`config.mk`:
```
export PLATFORM = sky130hd
export DESIGN_NAME = serial_adder
export DESIGN_NICKNAME = d
export VERILOG_FILES = /design/src/rtl/serial_adder_pkg.sv /design/src/rtl/full_adder_cell.sv /design/src/rtl/serial_adder.sv
export SDC_FILE = /design/constraint.sdc
export NUM_CORES = 1
export LEC_CHECK = 0
export CAP_MARGIN = 20
export CORE_ASPECT_RATIO = 0.5
export CORE_MARGIN = 5
export CORE_UTILIZATION = 45
export CTS_BUF_LIST = sky130_fd_sc_hd__clkbuf_8
export CTS_CLUSTER_SIZE = 12
export DETAILED_ROUTE_END_ITERATION = 16
export PLACE_DENSITY = 0.83
export SETUP_SLACK_MARGIN = 0.05
export SYNTH_ARGS = -nofsm -noshare
export SYNTH_HDL_FRONTEND = slang
export SYNTH_SLANG_ARGS = --single-unit
```
`constraint.sdc`:
```
create_clock -name clk -period 3.76 [get_ports clk]
set_input_delay 0.752 -clock clk [delete_from_list [all_inputs] [get_ports clk]]
set_output_delay 0.752 -clock clk [all_outputs]
set_load 0.02 [all_outputs]
```
`src/rtl/serial_adder_pkg.sv`:
```
// rtl/serial_adder_pkg.sv - shared types and helpers for serial_adder
// Purpose: FSM state encoding and counter-width helper used by serial_adder.
// Ports: none (package).
package serial_adder_pkg;

  typedef enum logic [1:0] {
    IDLE = 2'd0,
    RUN  = 2'd1,
    DONE = 2'd2
  } state_t;

  // Width of a counter that must reach steps-1; never narrower than 1 bit.
  function automatic int cnt_width(input int steps);
    return (steps > 1) ? $clog2(steps) : 1;
  endfunction

endpackage

```
`src/rtl/full_adder_cell.sv`:
```
// rtl/full_adder_cell.sv - single-bit full adder cell
// Purpose: one stage of the ripple chain inside serial_adder.
// Ports:
//   a, b  - operand bits
//   ci    - carry in
//   s     - sum bit
//   co    - carry out
module full_adder_cell (
  input  logic a,
  input  logic b,
  input  logic ci,
  output logic s,
  output logic co
);

  assign s  = a ^ b ^ ci;
  assign co = (a & b) | (ci & (a ^ b));

endmodule

```
`src/rtl/serial_adder.sv`:
```
// rtl/serial_adder.sv - multi-cycle DIGIT-bits-per-clock adder/subtractor
// Purpose: adds/subtracts two WIDTH-bit operands LSB first, DIGIT bits per
//   clock, and reports sum, carry-out and signed overflow with a done pulse.
// Ports:
//   clk, rst_n     - clock (rising edge), asynchronous active-low reset
//   start          - request; accepted in IDLE or DONE
//   a, b, cin, sub - operands, carry-in, subtract mode (captured on accept)
//   busy           - high while in RUN
//   done           - one-cycle pulse when sum/cout/ovf are updated
//   sum, cout, ovf - result, carry out of MSB, two's-complement overflow
module serial_adder
  import serial_adder_pkg::*;
#(
  parameter int WIDTH = 8,
  parameter int DIGIT = 1
) (
  input  logic             clk,
  input  logic             rst_n,
  input  logic             start,
  input  logic [WIDTH-1:0] a,
  input  logic [WIDTH-1:0] b,
  input  logic             cin,
  input  logic             sub,
  output logic             busy,
  output logic             done,
  output logic [WIDTH-1:0] sum,
  output logic             cout,
  output logic             ovf
);

  localparam int STEPS = WIDTH / DIGIT;
  localparam int CW    = cnt_width(STEPS);
  localparam logic [CW-1:0] LAST = CW'(STEPS - 1);

  if ((WIDTH % DIGIT) != 0 || WIDTH < 2 || DIGIT < 1) begin : g_bad_param
    $error("serial_adder: WIDTH must be >= 2 and a multiple of DIGIT");
  end

  state_t           r_state;
  logic [WIDTH-1:0] r_a;
  logic [WIDTH-1:0] r_b;
  logic [WIDTH-1:0] r_res;
  logic             r_carry;
  logic [CW-1:0]    r_cnt;
  logic             r_busy;
  logic             r_done;
  logic [WIDTH-1:0] r_sum;
  logic             r_cout;
  logic             r_ovf;

  logic [DIGIT:0]   w_c;
  logic [DIGIT-1:0] w_s;
  logic [WIDTH-1:0] w_res_next;
  logic             w_accept;

  // Ripple chain; w_c[DIGIT-1] is the carry into the top bit of this digit,
  // which on the last step is the carry into the operand MSB.
  assign w_c[0] = r_carry;
  for (genvar i = 0; i < DIGIT; i++) begin : g_cell
    full_adder_cell u_cell (
      .a  (r_a[i]),
      .b  (r_b[i]),
      .ci (w_c[i]),
      .s  (w_s[i]),
      .co (w_c[i+1])
    );
  end

  // New sum digits enter at the top so after STEPS shifts the LSB digit
  // has travelled down to bit 0.
  if (STEPS == 1) begin : g_res_single
    assign w_res_next = w_s;
  end else begin : g_res_shift
    assign w_res_next = {w_s, r_res[WIDTH-1:DIGIT]};
  end

  assign w_accept = start && (r_state == IDLE || r_state == DONE);

  always_ff @(posedge clk or negedge rst_n) begin
    if (!rst_n) begin
      r_state <= IDLE;
      r_a     <= '0;
      r_b     <= '0;
      r_res   <= '0;
      r_carry <= 1'b0;
      r_cnt   <= '0;
      r_busy  <= 1'b0;
      r_done  <= 1'b0;
      r_sum   <= '0;
      r_cout  <= 1'b0;
      r_ovf   <= 1'b0;
    end else begin
      r_done <= 1'b0;
      case (r_state)
        IDLE, DONE: begin
          if (w_accept) begin
            r_a     <= a;
            r_b     <= sub ? ~b : b;
            // Subtract is a + ~b + 1, so the injected carry replaces cin.
            r_carry <= sub | cin;
            r_cnt   <= '0;
            r_res   <= '0;
            r_busy  <= 1'b1;
            r_state <= RUN;
          end else begin
            r_state <= IDLE;
          end
        end
        RUN: begin
          r_a     <= r_a >> DIGIT;
          r_b     <= r_b >> DIGIT;
          r_carry <= w_c[DIGIT];
          r_res   <= w_res_next;
          r_cnt   <= r_cnt + CW'(1);
          if (r_cnt == LAST) begin
            r_state <= DONE;
            r_busy  <= 1'b0;
            r_done  <= 1'b1;
            r_sum   <= w_res_next;
            r_cout  <= w_c[DIGIT];
            r_ovf   <= w_c[DIGIT] ^ w_c[DIGIT-1];
          end
        end
        default: begin
          r_state <= IDLE;
          r_busy  <= 1'b0;
        end
      endcase
    end
  end

  assign busy = r_busy;
  assign done = r_done;
  assign sum  = r_sum;
  assign cout = r_cout;
  assign ovf  = r_ovf;

endmodule

```
Yosys cells after proc, flatten, opt, wreduce, memory -nomap -nowiden
Cells that the tools add are included.
{"block": "word_totals", "ff_bits": 42, "latchBits": 0, "ramBits": 0, "rom_bits": 0, "input_bits": 21, "out_inout_bits": 12, "elab_cells": 52, "mem_count": 0}
{"block": "op_classes", "addsub": 1, "multipliers": 0, "div": 0, "magnitude_cmp": 0, "eq_ne": 5, "shift": 0, "n_mux": 19, "bitwise": 8, "n_reduce_logical": 8}
{"op": "$pmux 8 s2", "count": 3}
{"op": "$mux 8", "count": 4}
{"op": "$not 8->8", "count": 1}
{"op": "$mux 1", "count": 6}
{"op": "$pmux 3 s2", "count": 1}
{"op": "$reduce_and 2->1", "count": 3}
{"op": "$ne 2x2->1 const B", "count": 2}
{"op": "$pmux 1 s2", "count": 2}
{"op": "$pmux 2 s2", "count": 1}
{"op": "$add 3x1->3 const B", "count": 1}
{"op": "$eq 3x3->1 const B", "count": 1}
{"op": "$mux 3", "count": 1}
{"op": "$xor 1x1->1", "count": 3}
{"op": "$and 1x1->1", "count": 2}
{"op": "$eq 2x1->1 const B", "count": 1}
{"op": "$eq 2x2->1 const B", "count": 1}
{"op": "$logic_not 2->1", "count": 1}
{"op": "$mux 2", "count": 1}
{"op": "$or 1x1->1", "count": 2}
{"op": "$reduce_bool 2->1", "count": 1}
{"op": "$reduce_or 2->1", "count": 1}
{"op": "$logic_and 1x1->1", "count": 1}
{"op": "$logic_or 1x1->1", "count": 1}

Longest topological paths before layout
{"block": "logic_depth", "ltp_word": 5, "depth_mapped": 6, "depth_no_buf": 5}

Modules after synthesis
From an unflattened synthesis, not the netlist that was laid out.
{"block": "hier_totals", "hier_cells": 129, "hier_area_um2": 1729.2}
{"module": "serial_adder", "n_inst": 1, "cells_per_inst": 128, "area_each_um2": 1709.1, "seq_area_each_um2": 1026.0}
{"module": "full_adder_cell", "n_inst": 1, "cells_per_inst": 1, "area_each_um2": 20.0, "seq_area_each_um2": 0.0}

Least setup slack after synthesis
Ideal clock, no wire load.
{"block": "synth_timing", "kind": "input port to flip-flop", "from": "input start", "to": "register r_carry", "setup_time_ns": 0.126, "arrival_time_ns": 1.479, "t_required_ns": 3.634, "path_slack_ns": 2.155, "path_stages": 5, "n_path_buf": 2, "path_cell_list": "nor2b_1 > buf_4 > nor2_4 > buf_6 > a221o_1"}
{"block": "synth_between", "elab_chain_len": 3}
{"element": "from (decl)", "line": "serial_adder.sv:19", "text": "input logic start,"}
{"element": "$logic_and 1x1->1", "line": "serial_adder.sv:77", "text": "assign w_accept = start && (r_state == IDLE || r_state == DONE);"}
{"element": "$ne 2x2->1 (no line)"}
{"element": "$reduce_and 2->1 (no line)"}
{"element": "to (signal assigned)", "line": "serial_adder.sv:100", "text": "r_carry <= sub | cin;"}
{"element": "to (signal assigned)", "line": "serial_adder.sv:112", "text": "r_carry <= w_c[DIGIT];"}
{"element": "to (decl)", "line": "serial_adder.sv:43", "text": "logic r_carry;"}
Every way passes these cells.
A chain may end at the register's enable or synchronous reset.

Final worst setup path
Same ends and word-level chain as after synthesis.

==> flow_summary.json <==
{
  "cts_buffers": 5,
  "multi_input_area_um2": 631,
  "post-route-period-util_pct": 63.5,
  "fin_worst_skew_ns": 0.00198,
  "post_cts_resized": 0,
  "grt_max_degree": 42,
  "grt_overflow": 0,
  "synth-edff-count": 0,
  "die_x_um": 97.7,
  "die_h_um": 53.8,
  "cts.sinks": 41,
  "dp_hpwl_mm": 2.04,
  "areaGrowthSynthToFinish_pct": 24.9,
  "drtIter0Drc": 43,
  "boundaryPins": 33,
  "syn_area_um2": 1730,
  "drt-wirelength-per-cell_um": 14.2,
  "ys.flop_type": "dfrtp_1",
  "initial_core_util_pct": 48.5,
  "grt_usage_pct": 13.1,
  "drc": 0,
  "nNetsFinal": 184,
  "first_global_vias": 1141,
  "routed_via_density": 5.20,
  "cts_max_level": 2,
  "p_per_area_nw_per_um2": 832,
  "holdBufCountCts": 0,
  "syn_inst": 129,
  "crit_required_ns": 3.94,
  "setup_tns_ns": 0,
  "syn_nets": 153,
  "grt_pass1_wl_mm": 5.29,
  "ant_nets": 0,
  "rsz0062_at_grt": "false",
  "hold_viol_final": 0,
  "core_area_um2": 3570,
  "synth.avg_cell_area_um2": 13.4,
  "drive_gt1_share_pct": 13.7,
  "crit_fanout": 27,
  "clk_latency_ns": 0.29,
  "antenna_cells": 0,
  "cts.clk_slew.worst_paths_ns": 0.07,
  "p_total_w": 0.00180,
  "slew_viol_final": 0,
  "cp.arrival_ns": 2.56,
  "finalSetupViolCount": 0,
  "cts_tree": "done",
  "cp-start-kind": "input pin",
  "nFillCells": 279,
  "ys_types": 22,
  "die_area_um2": 5260,
  "synthArstFlopShare_pct": 100,
  "wirelength_mm": 3.02,
  "antenna_found_initial": 0,
  "port_buffers": 32,
  "seq_area_um2": 1030,
  "place.gp.congestion": 0.677,
  "cap_viol_max_count": 0,
  "synth_warnings": 0,
  "status": "completed",
  "relSlewSlack_pct": 42.8,
  "r2r_slack_ns": 1.93,
  "p_leak_nw": 1.01,
  "ir_drop_uv": 245,
  "seq_area_frac_synth_pct": 59.3,
  "firstDrtPassIters": 4,
  "postCtsSetupBuffers": 0,
  "worstSetupEndpointType": "flop",
  "clock-root-buffer": "clkbuf_8",
  "fin_crit_ns": 2.39,
  "hp-class": "reg2reg",
  "via_count": 1103,
  "rows": 15,
  "tightest_slew_ns": 0.858,
  "ys_ff_latch": 41,
  "max-clock-path-buffers": 2,
  "clock.fmax_mhz": 419,
  "critical_path_class": "in2reg"
}
==> cell usage in the layout (no fill, tap or decap) <==
master	n
a221o_1	8
xor2_1	1
nand2_1	2
ha_1	2
nand2b_1	1
buf_2	1
nor2_4	1
clkbuf_8	7
clkinv_2	1
fa_1	1
clkdlybuf4s50_1	31
nor2_1	11
a21o_1	7
a22o_1	18
dfrtp_1	41
nor2b_2	1
nor2b_1	1
inv_1	3
xnor2_1	8
nand3b_1	1
o21ai_0	3
buf_6	1
mux2_2	10
==> registers in the layout, summed over array words and instances, names as in the netlist, 2 cells and up <==
name	flops
r_res	7
r_b	8
r_state	2
sum	8
r_a	8
r_cnt	3
==> cells by family (layout without fill, tap and decap cells) <==
kind of cell / after synthesis / after routing / synth area share [%]
flops: 41 / 41 / 59.3
compound gates: 36 / 36 / 17.7
simple gates: 18 / 18 / 5.14
buf+inv: 12 / 44 / 4.20
mux: 10 / 10 / 6.51
xor+xnor: 9 / 9 / 4.56
fa+ha+maj: 3 / 3 / 2.60
==> cell usage after synthesis (2+ instances only) <==
cell     number  area, um^2
dfrtp_1      41        1030
a21o_1        7        52.6
a22o_1       18         158
buf_6         2        22.5
buf_4         2        15.0
buf_2         4        20.0
xnor2_1       8        70.1
inv_1         3        11.3
a221o_1       8        80.1
nand2_1       2        7.51
ha_1          2        25.0
nor2_1       11        41.3
mux2_2       10         113
o21ai_0       3        15.0
==> critical path, stage by stage <==
cell and delay [ns]:
clkdlybuf4s50_1 0.49, nor2b_1 0.68, nor2_4 0.28, a221o_1 0.36
==> worst paths after layout <==
path / from / to / cells after the start
worst max-delay path: start / r_carry / 4
worst min-delay path: r_a[6] / r_a[6] / 1
worst max register to register: r_state[0] / r_carry / 3
worst min register to register: r_a[6] / r_a[6] / 1
max in group asynchronous: rst_n / sum[3] / 1
min in group asynchronous: rst_n / sum[6] / 1
==> area by class of cell <==
class	instances	share of cell area [%]
Tap cell	51	2.95
Sequential cell	41	47.5
Clock inverter	1	0.232
Timing Repair Buffer	33	15.1
Inverter	3	0.521
Clock buffer	7	4.46
Multi-Input combinational cell	76	29.2
==> power by group <==
part / internal (W) / switching [W]
registers: 0.000637 / 0.000126
clock network: 0.000166 / 0.000144
logic: 0.000392 / 0.000333
total: 0.00120 / 0.000602
==> per-stage QoR <==
step / instance area [um^2] / instances / hold slack [ns] / util, % / worst slack, ns
6_report: 2160 / 212 / 0.481 / 60.6 / 1.37
4_1_cts: 2150 / 211 / 0.482 / 60.2 / 1.38
3_5_place_dp: 2050 / 203 / 0.465 / 57.4 / 1.09
2_1_floorplan: 1730 / 129 / 0.450 / - / 2.16
3_3_place_gp: 2050 / 203 / 0.458 / 57.4 / 1.16
5_1_grt: 2160 / 212 / 0.490 / 60.6 / 1.27
==> layer usage <==
layer / wire, um / GRT usage [%] / part of all wire [%]
met5: 0 / 0 / 0
met4: 45 / 4.83 / 1.5
met3: 204 / 5.82 / 6.8
met2: 1350 / 22.6 / 45
met1: 1410 / 14.8 / 47
Power figures use the tool's default switching activity.
